### config.mk
export PLATFORM = sky130hd
export DESIGN_NAME = moldudp64_hdr_seq
export DESIGN_NICKNAME = d
export VERILOG_FILES = /design/src/rtl/moldudp64_hdr_seq.sv
export SDC_FILE = /design/constraint.sdc
export NUM_CORES = 1
export LEC_CHECK = 0
export ABC_AREA = 1
export CORE_MARGIN = 4
export CORE_UTILIZATION = 40
export CTS_CLUSTER_DIAMETER = 150
export DETAILED_ROUTE_END_ITERATION = 10
export DONT_BUFFER_PORTS = 1
export PLACE_DENSITY = 0.63
export SYNTH_ARGS = -nofsm -noshare
export SYNTH_HDL_FRONTEND = slang
export SYNTH_SLANG_ARGS = --single-unit
### constraint.sdc
create_clock -name clk -period 3.9 [get_ports clk]
set_input_delay 1.17 -clock clk [delete_from_list [all_inputs] [get_ports clk]]
set_output_delay 1.17 -clock clk [all_outputs]
set_load 0.02 [all_outputs]
### src/rtl/moldudp64_hdr_seq.sv
// MoldUDP64 header parser: captures the 20-byte header from a beat stream, marks the
// payload bytes that follow, and tracks the expected sequence number per session.
module moldudp64_hdr_seq #(
  parameter int DATA_W    = 64,
  parameter bit SEQ_CHECK = 1'b1
) (
  input  logic                        clk,
  input  logic                        nreset,
  input  logic                        valid_i,
  input  logic                        start_i,
  input  logic                        last_i,
  input  logic [DATA_W-1:0]           data_i,
  input  logic                        sess_clr_i,
  output logic                        hdr_v_o,
  output logic [79:0]                 sid_o,
  output logic [63:0]                 seq_num_o,
  output logic [15:0]                 msg_cnt_o,
  output logic                        heartbeat_o,
  output logic                        eos_o,
  output logic                        sync_o,
  output logic                        gap_o,
  output logic [63:0]                 gap_len_o,
  output logic                        dup_o,
  output logic                        pl_v_o,
  output logic [$clog2(DATA_W/8):0]   pl_off_o,
  output logic                        runt_o,
  output logic                        busy_o
);

  localparam int BYTES     = DATA_W / 8;
  localparam int HDR_BEATS = (20 + BYTES - 1) / BYTES;
  localparam int REM       = 20 % BYTES;
  localparam int CNT_W     = $clog2(HDR_BEATS + 1);
  localparam int OFF_W     = $clog2(BYTES) + 1;
  localparam int BUF_W     = (HDR_BEATS - 1) * DATA_W;
  localparam int HDR_W     = HDR_BEATS * DATA_W;

  typedef enum logic [1:0] {IDLE, HDR, PAYLOAD} state_t;

  state_t             state_reg, state_next;
  logic [CNT_W-1:0]   beat_cnt_reg, beat_idx;
  logic [BUF_W-1:0]   hdr_buf_reg;
  logic [159:0]       hdr_bytes;
  logic               hdr_beat, hdr_done, runt_det;

  logic [79:0]        sid_cap;
  logic [63:0]        seq_cap, cnt_ext, eff_cnt, end_seq, raw_end, exp_seq_next;
  logic [15:0]        cnt_cap;
  logic               is_hb, is_eos, resync, gap_det, dup_det;

  logic [63:0]        exp_seq_reg;
  logic [79:0]        exp_sid_reg;
  logic               in_sync_reg, clr_pend_reg;
  logic               sync_reg, gap_reg, dup_reg;

  always_ff @(posedge clk or negedge nreset) begin
    if (!nreset) state_reg <= IDLE;
    else         state_reg <= state_next;
  end

  // A start beat always restarts capture, whatever state the FSM is in.
  always_comb begin
    state_next = state_reg;
    if (hdr_beat) begin
      if (last_i)        state_next = IDLE;
      else if (hdr_done) state_next = PAYLOAD;
      else               state_next = HDR;
    end else if (valid_i && last_i && state_reg == PAYLOAD) begin
      state_next = IDLE;
    end
  end

  always_comb begin
    hdr_beat = valid_i & (start_i | (state_reg == HDR));
    beat_idx = start_i ? '0 : beat_cnt_reg;
    hdr_done = hdr_beat & (beat_idx == CNT_W'(HDR_BEATS - 1));
    runt_det = hdr_beat & last_i & ~hdr_done;
    pl_v_o   = 1'b0;
    pl_off_o = '0;
    if (hdr_done && REM != 0) begin
      pl_v_o   = 1'b1;
      pl_off_o = OFF_W'(REM);
    end else if (valid_i && !start_i && state_reg == PAYLOAD) begin
      pl_v_o   = 1'b1;
    end
    busy_o = (state_reg != IDLE);
  end

  always_ff @(posedge clk or negedge nreset) begin
    if (!nreset) begin
      beat_cnt_reg <= '0;
      hdr_buf_reg  <= '0;
    end else if (hdr_beat) begin
      beat_cnt_reg <= beat_idx + CNT_W'(1);
      hdr_buf_reg  <= {hdr_buf_reg[BUF_W-DATA_W-1:0], data_i};
    end
  end

  // Earlier beats sit in the buffer; the final beat is taken straight from the input.
  assign hdr_bytes = 160'({hdr_buf_reg, data_i} >> (HDR_W - 160));
  assign sid_cap   = hdr_bytes[159:80];
  assign seq_cap   = hdr_bytes[79:16];
  assign cnt_cap   = hdr_bytes[15:0];

  always_comb begin
    is_hb   = (cnt_cap == 16'h0000);
    is_eos  = (cnt_cap == 16'hFFFF);
    cnt_ext = {48'd0, cnt_cap};
    eff_cnt = is_eos ? 64'd0 : cnt_ext;
    end_seq = seq_cap + eff_cnt;
    raw_end = seq_cap + cnt_ext;
    resync  = ~in_sync_reg | (sid_cap != exp_sid_reg) | clr_pend_reg | sess_clr_i;
    gap_det = ~resync & (seq_cap > exp_seq_reg);
    dup_det = ~resync & ~gap_det & (raw_end <= exp_seq_reg) & ~is_hb & ~is_eos;
    if (resync || gap_det)          exp_seq_next = end_seq;
    else if (end_seq > exp_seq_reg) exp_seq_next = end_seq;
    else                            exp_seq_next = exp_seq_reg;
  end

  always_ff @(posedge clk or negedge nreset) begin
    if (!nreset) begin
      hdr_v_o      <= 1'b0;
      runt_o       <= 1'b0;
      heartbeat_o  <= 1'b0;
      eos_o        <= 1'b0;
      sync_reg     <= 1'b0;
      gap_reg      <= 1'b0;
      dup_reg      <= 1'b0;
      sid_o        <= '0;
      seq_num_o    <= '0;
      msg_cnt_o    <= '0;
      gap_len_o    <= '0;
      exp_seq_reg  <= '0;
      exp_sid_reg  <= '0;
      in_sync_reg  <= 1'b0;
      clr_pend_reg <= 1'b0;
    end else begin
      hdr_v_o     <= hdr_done;
      runt_o      <= runt_det;
      heartbeat_o <= hdr_done & is_hb;
      eos_o       <= hdr_done & is_eos;
      sync_reg    <= hdr_done & resync;
      gap_reg     <= hdr_done & gap_det;
      dup_reg     <= hdr_done & dup_det;
      if (hdr_done) begin
        sid_o        <= sid_cap;
        seq_num_o    <= seq_cap;
        msg_cnt_o    <= cnt_cap;
        gap_len_o    <= seq_cap - exp_seq_reg;
        exp_seq_reg  <= exp_seq_next;
        exp_sid_reg  <= sid_cap;
        in_sync_reg  <= 1'b1;
        clr_pend_reg <= 1'b0;
      end else if (sess_clr_i) begin
        clr_pend_reg <= 1'b1;
      end
    end
  end

  assign sync_o = SEQ_CHECK ? sync_reg : 1'b0;
  assign gap_o  = SEQ_CHECK ? gap_reg  : 1'b0;
  assign dup_o  = SEQ_CHECK ? dup_reg  : 1'b0;

endmodule

After elaboration in Yosys (flattened, before gate mapping)
Index checks and enable logic that the tools add are counted.

word-level totals
  bits in registers = 429
  latch bits = 0
  bits in writable memories = 0
  ROM bits = 0
  output and inout bits = 237
  word-level logic and storage cells = 78
  memories = 0

cells by class
  add/sub/neg operators = 4
  $mul = 0
  div/mod/pow operators = 0
  magnitude comparators = 3
  eq/ne operators = 5
  shift-type cells = 0
  muxes and demuxes = 13
  bitwise gates (word level) = 24
  reduce and logical (&&, ||, !) cells = 12

operator list
  operator                number
  $add A64 B16 Y64        2
  $gt A64 B64 Y1          2
  $mux W64                2
  $ne A80 B80 Y1          1
  $le A64 B64 Y1          1
  $sub A64 B64 Y64        1
  $eq A16 B16 Y1 const B  1
  $logic_not A16 Y1       1
  $mux W16                1
  $and A1 B1 Y1           14
  $mux W2                 5
  $reduce_bool A2 Y1      4
  $not A1 Y1              6
  $eq A2 B2 Y1 const B    2
  $logic_and A1 B1 Y1     4
  $mux W1                 4
  $or A1 B1 Y1            4
  $mux W3                 1
  $add A2 B1 Y2 const B   1
  $eq A2 B1 Y1 const B    1
  $reduce_and A2 Y1       1
  $logic_not A1 Y1        1
  $logic_or A1 B1 Y1      1

Logic depth before layout (Yosys ltp)
Gate-level depths: netlist (run 1).

  word-level depth = 12
  gate-level depth with buffers = 34

Least setup slack after synthesis (run 1)
OpenSTA, ideal clock, no wires.

  path type = in2reg
  from = in data_i[44]
  to = reg exp_seq_reg[52]
  setup time = 118 ps
  arrival = 5,105 ps
  required time = 3,782 ps
  slack = -1,322 ps
  stages = 32
  path buffers = 3
  cells stage by stage = inv_1 > nor4_1 > nand4_1 > inv_1 > clkbuf_1 > nor2_1 > ha_1 > nand2_1 > nor2_1 > inv_1 > nor3_1 > nand2_1 > nand2_1 > nand2_1 > nand2_1 > nand2_1 > o21ai_0 > nand2_1 > ha_1 > nand2_1 > nor2_1 > nand4_1 > nor3_1 > nand2_1 > nor2_1 > nand4_1 > nand2_1 > nand2_2 > buf_8 > buf_12 > nand3_2 > nand2_1

between the ends
  longest elaborated chain between the ends = 6

ends and longest elaborated chain
  item                              RTL line  text
  start: declaration                12        input logic [DATA_W-1:0] data_i,
  $eq A16 B16 Y1                    107       is_eos = (cnt_cap == 16'hFFFF);
  $mux W16 (*)                      109       eff_cnt = is_eos ? 64'd0 : cnt_ext;
  $add A64 B16 Y64 (*)              110       end_seq = seq_cap + eff_cnt;
  via end_seq[62]                   47        logic [63:0] seq_cap, cnt_ext, eff_cnt, end_seq, raw_end, exp_seq_next;
  $gt A64 B64 Y1 (*)                116       else if (end_seq > exp_seq_reg) exp_seq_next = end_seq;
  $reduce_bool A2 Y1 (no line) (*)  n/a
  $reduce_and A2 Y1 (no line) (*)   n/a
  end signal: assignment            150       exp_seq_reg <= exp_seq_next;
  end: declaration                  51        logic [63:0] exp_seq_reg;

Mark *: on every way through the listed nets, which the timed path passes. The rest lies on a longest branch. The select of a mux whose other input is x is not followed.
A chain may end at the register's enable or synchronous reset.

Final worst setup path (run 1)
  from = in data_i[44]
  to = reg exp_seq_reg[59]

Same word-level chain as after synthesis.

==> flow_metrics.py, run 1 <==
metrics = {
    "setup_path": {
        "arrival_ns": 5.56,
        "cp.required_ns": 4.42,
        "critPathMaxStageDelay_ns": 0.28,
        "worstSetupStartpointType": "input pin",
        "cp_slowest_cell": "ha_4",
        "ff2ff_path_depth": 23,
        "crit_fanout": 13,
        "end_kind": "flop",
        "crit_path_frequent_cell": "nand2_1",
        "critPathKind": "in2reg",
    },
    "sta": {
        "fin_crit_ns": 5.04,
        "rsz0062_at_grt": "yes",
        "slew_viol_final": 0,
        "whs_ns": 0.232,
        "tightest_slew_ns": 1.05,
        "fin_ws_ns": -1.14,
        "fin_worst_skew_ns": 0.0287,
        "post-route-period-util_pct": 129,
        "fmax_mhz": 199,
        "tns_ns": -70.78,
        "hold_viol_final": 0,
        "slew_headroom_pct": 30.1,
        "setup_viol": 65,
    },
    "layout": {
        "syn_to_final_growth_pct": 26.3,
        "fillers": 7208,
        "multi_input_area_um2": 17700,
        "largest_reg_flops": 128,
        "regArea_um2": 10700,
        "drive_gt1_share_pct": 20.4,
        "layoutNonFillerInstCount": 5550,
        "nets": 4848,
        "final_util_pct": 51.1,
    },
    "synthesis": {
        "ys_ff_latch": 429,
        "yosys_warnings": 0,
        "seq_area_frac_synth_pct": 36.2,
        "synthTopCellsByArea": "dfrtp_1, nand2_1, ha_1",
        "synthCells": 4095,
        "async_flop_share_pct": 100,
        "synth-edff-count": 0,
        "syn_area_um2": 29600,
        "synth.largest_area_cell": "dfrtp_1",
        "synth_cell_type_count": 56,
        "syn_area_per_cell_um2": 7.24,
        "synth_top_area_share_pct": 36.2,
        "synthFlopType": "dfrtp_1",
    },
    "floorplan": {
        "dieArea_um2": 78500,
        "die_h_um": 280,
        "rows": 99,
        "core_um2": 73200,
        "die_w_um": 280,
        "num_io_pins": 307,
        "start_util_pct": 40.5,
    },
    "drt": {
        "drt_wl_total_um": 137000,
        "routed-via-count": 29926,
        "antenna_left": 0,
        "wire_per_inst_um": 24.7,
        "vias_per_cell": 5.39,
        "first_pass_iters": 6,
        "drt_drc_violations_left": 0,
        "drt_iter0_drc": 3324,
    },
    "placement": {
        "port_buffers": 0,
        "place_inst": 5411,
        "place.gp.congestion": 1.03,
        "hpwl_um": 109000,
    },
    "global_routing": {
        "overflow": 0,
        "grt_usage_pct": 33.3,
        "grt_start_max_net_pins": 430,
        "grt_pass1_vias": 27937,
        "grt_pass1_wl_um": 191000,
        "antenna_found_initial": 7,
    },
    "run_status": {
        "status": "finished with violations",
        "violations": "negative setup slack",
    },
    "clocking": {
        "cts-root-buf": "clkbuf_16",
        "cts_buffers": 50,
        "htreeDepth": 2,
        "cts_sinks": 429,
        "cts.reportedPaths.clkPinSlew_ns": 0.06,
        "insertion_delay_ns": 0.64,
        "tritoncts": "built",
        "cts.path.max_buffers": 3,
    },
    "min_path": {
        "min_path_type": "in2async",
    },
    "power_and_ir_drop": {
        "p_leak_nw": 18.5,
        "powerDensity_nw_per_um2": 747,
        "power_mw": 28.0,
        "peakVddDrop_v": 0.000413,
    },
    "job": {
        "max-cap-violations": 0,
    },
}
==> cell usage after synthesis (2+ instances only) <==
| cell type | instances |
|---|---|
| a21o_1 | 16 |
| a21oi_1 | 193 |
| a31oi_1 | 7 |
| buf_1 | 6 |
| buf_12 | 5 |
| buf_2 | 17 |
| buf_4 | 12 |
| buf_8 | 2 |
| clkbuf_1 | 71 |
| clkinv_1 | 2 |
| dfrtp_1 | 429 |
| fa_1 | 3 |
| ha_1 | 225 |
| inv_1 | 462 |
| inv_2 | 22 |
| nand2_1 | 1294 |
| nand2_2 | 7 |
| nand3_1 | 152 |
| nand3_2 | 62 |
| nand3b_1 | 18 |
| nand4_1 | 54 |
| nor2_1 | 306 |
| nor2_2 | 9 |
| nor2_4 | 3 |
| nor3_1 | 48 |
| nor3_2 | 9 |
| nor3_4 | 2 |
| nor4_1 | 18 |
| o211ai_1 | 6 |
| o21a_1 | 11 |
| o21ai_0 | 396 |
| o21ai_1 | 4 |
| o21bai_1 | 24 |
| o22ai_1 | 7 |
| or2_0 | 2 |
| or2_2 | 10 |
| xnor2_1 | 43 |
| xor2_1 | 120 |
==> repair_timing <==
item | 4_1_cts | 5_1_grt
hold buffers | 0 | 0
endpoints found under the hold margin | 0 | 0
setup endpoints to repair | 65 | 65
cloned | 1 | 7
gates resized for setup | 22 | 225
setup buffers | 6 | 33
pin swaps | 5 | 85
==> cell type report <==
class	count	area share, %
diodes	2	0.0134
inverters	486	5.00
repair buffers	514	11.3
flip-flops and latches	429	28.7
clock inverters	20	0.809
clock buffers	71	3.79
multi-input cells	3069	47.2
well taps	959	3.20
==> worst max-delay path, delay by kind of cell <==
kind                     cells  cell delay [ns]
adder cells (fa/ha/maj)      2             0.56
AND/OR/NAND/NOR             23             2.39
XOR/XNOR                     1             0.19
AO/OA/AOI/OAI                1             0.18
buffers and inverters        9             1.05
==> routing by layer <==
layer / share of wire, % / GRT usage, %
met1: 43 / 46.1
met2: 44 / 52.6
met3: 8.6 / 6.39
met4: 4.1 / 10.8
met5: 0 / 0
==> kinds of logic after synthesis <==
logic type	share of synthesized area, %
adders and majority gates	9.70
xor gates and xnor gates	4.82
DFF	36.2
AOI/OAI and AO/OA	12.1
other	0.0127
and+or+nand+nor	29.0
buffers and inverters	8.16
==> report_power, final <==
group	switching (mW)	internal, mW
clock network	2.09	2.89
registers	3.05	6.13
logic	8.98	4.84
==> cell usage in the layout, fill, tap and decap left out, types with 10 or more instances in the layout <==
cell type	netlist	layout
nand4_1	54	54
nor4_1	18	10
a21o_1	16	16
o21ai_0	396	383
o21ai_1	4	12
nand3b_1	18	18
buf_6	0	14
nor2_2	9	40
clkbuf_16	0	56
dfrtp_1	429	429
nor2_4	3	19
nand2_2	7	41
nor3_1	48	44
nand3_1	152	145
inv_1	462	443
nor3_2	9	12
nand2_4	1	18
buf_12	5	15
ha_1	225	190
a21oi_1	193	171
or2_2	10	10
buf_4	12	478
o21a_1	11	11
nor2_1	306	259
ha_4	0	27
xor2_1	120	117
a21oi_2	1	18
clkbuf_1	71	12
xnor2_1	43	42
nand3_2	62	64
inv_2	22	35
nand2_1	1294	1241
o21bai_1	24	21
==> path summary, 6_finish.rpt <==
check	from	end	slack, ns
setup reg to reg	hdr_buf_reg[23]	exp_seq_reg[42]	-0.25
min in group clk	in_sync_reg	in_sync_reg	0.47
hold / removal	nreset	exp_sid_reg[71]	0.23
setup / recovery	data_i[44]	exp_seq_reg[59]	-1.14
max in group asynchronous	nreset	exp_seq_reg[40]	2.80
hold reg to reg	in_sync_reg	in_sync_reg	0.47
==> stage by stage <==
| step | setup slack, ns | cell area [um^2] |
|---|---|---|
| after CTS | -0.916 | 36000 |
| after floorplan | -0.948 | 29800 |
| after global routing | -1.27 | 37400 |
| final | -1.14 | 37400 |
| after global placement | -1.87 | 34100 |
| after detailed placement | -1.94 | 34100 |
No activity file was read; power rests on OpenSTA's default activity.
==> run 2: changes to the inputs <==
Settings changed: SLEW_MARGIN set to 20.
==> results of run 2 <==
Final layout, timing and power as in run 1 (identical DEF).
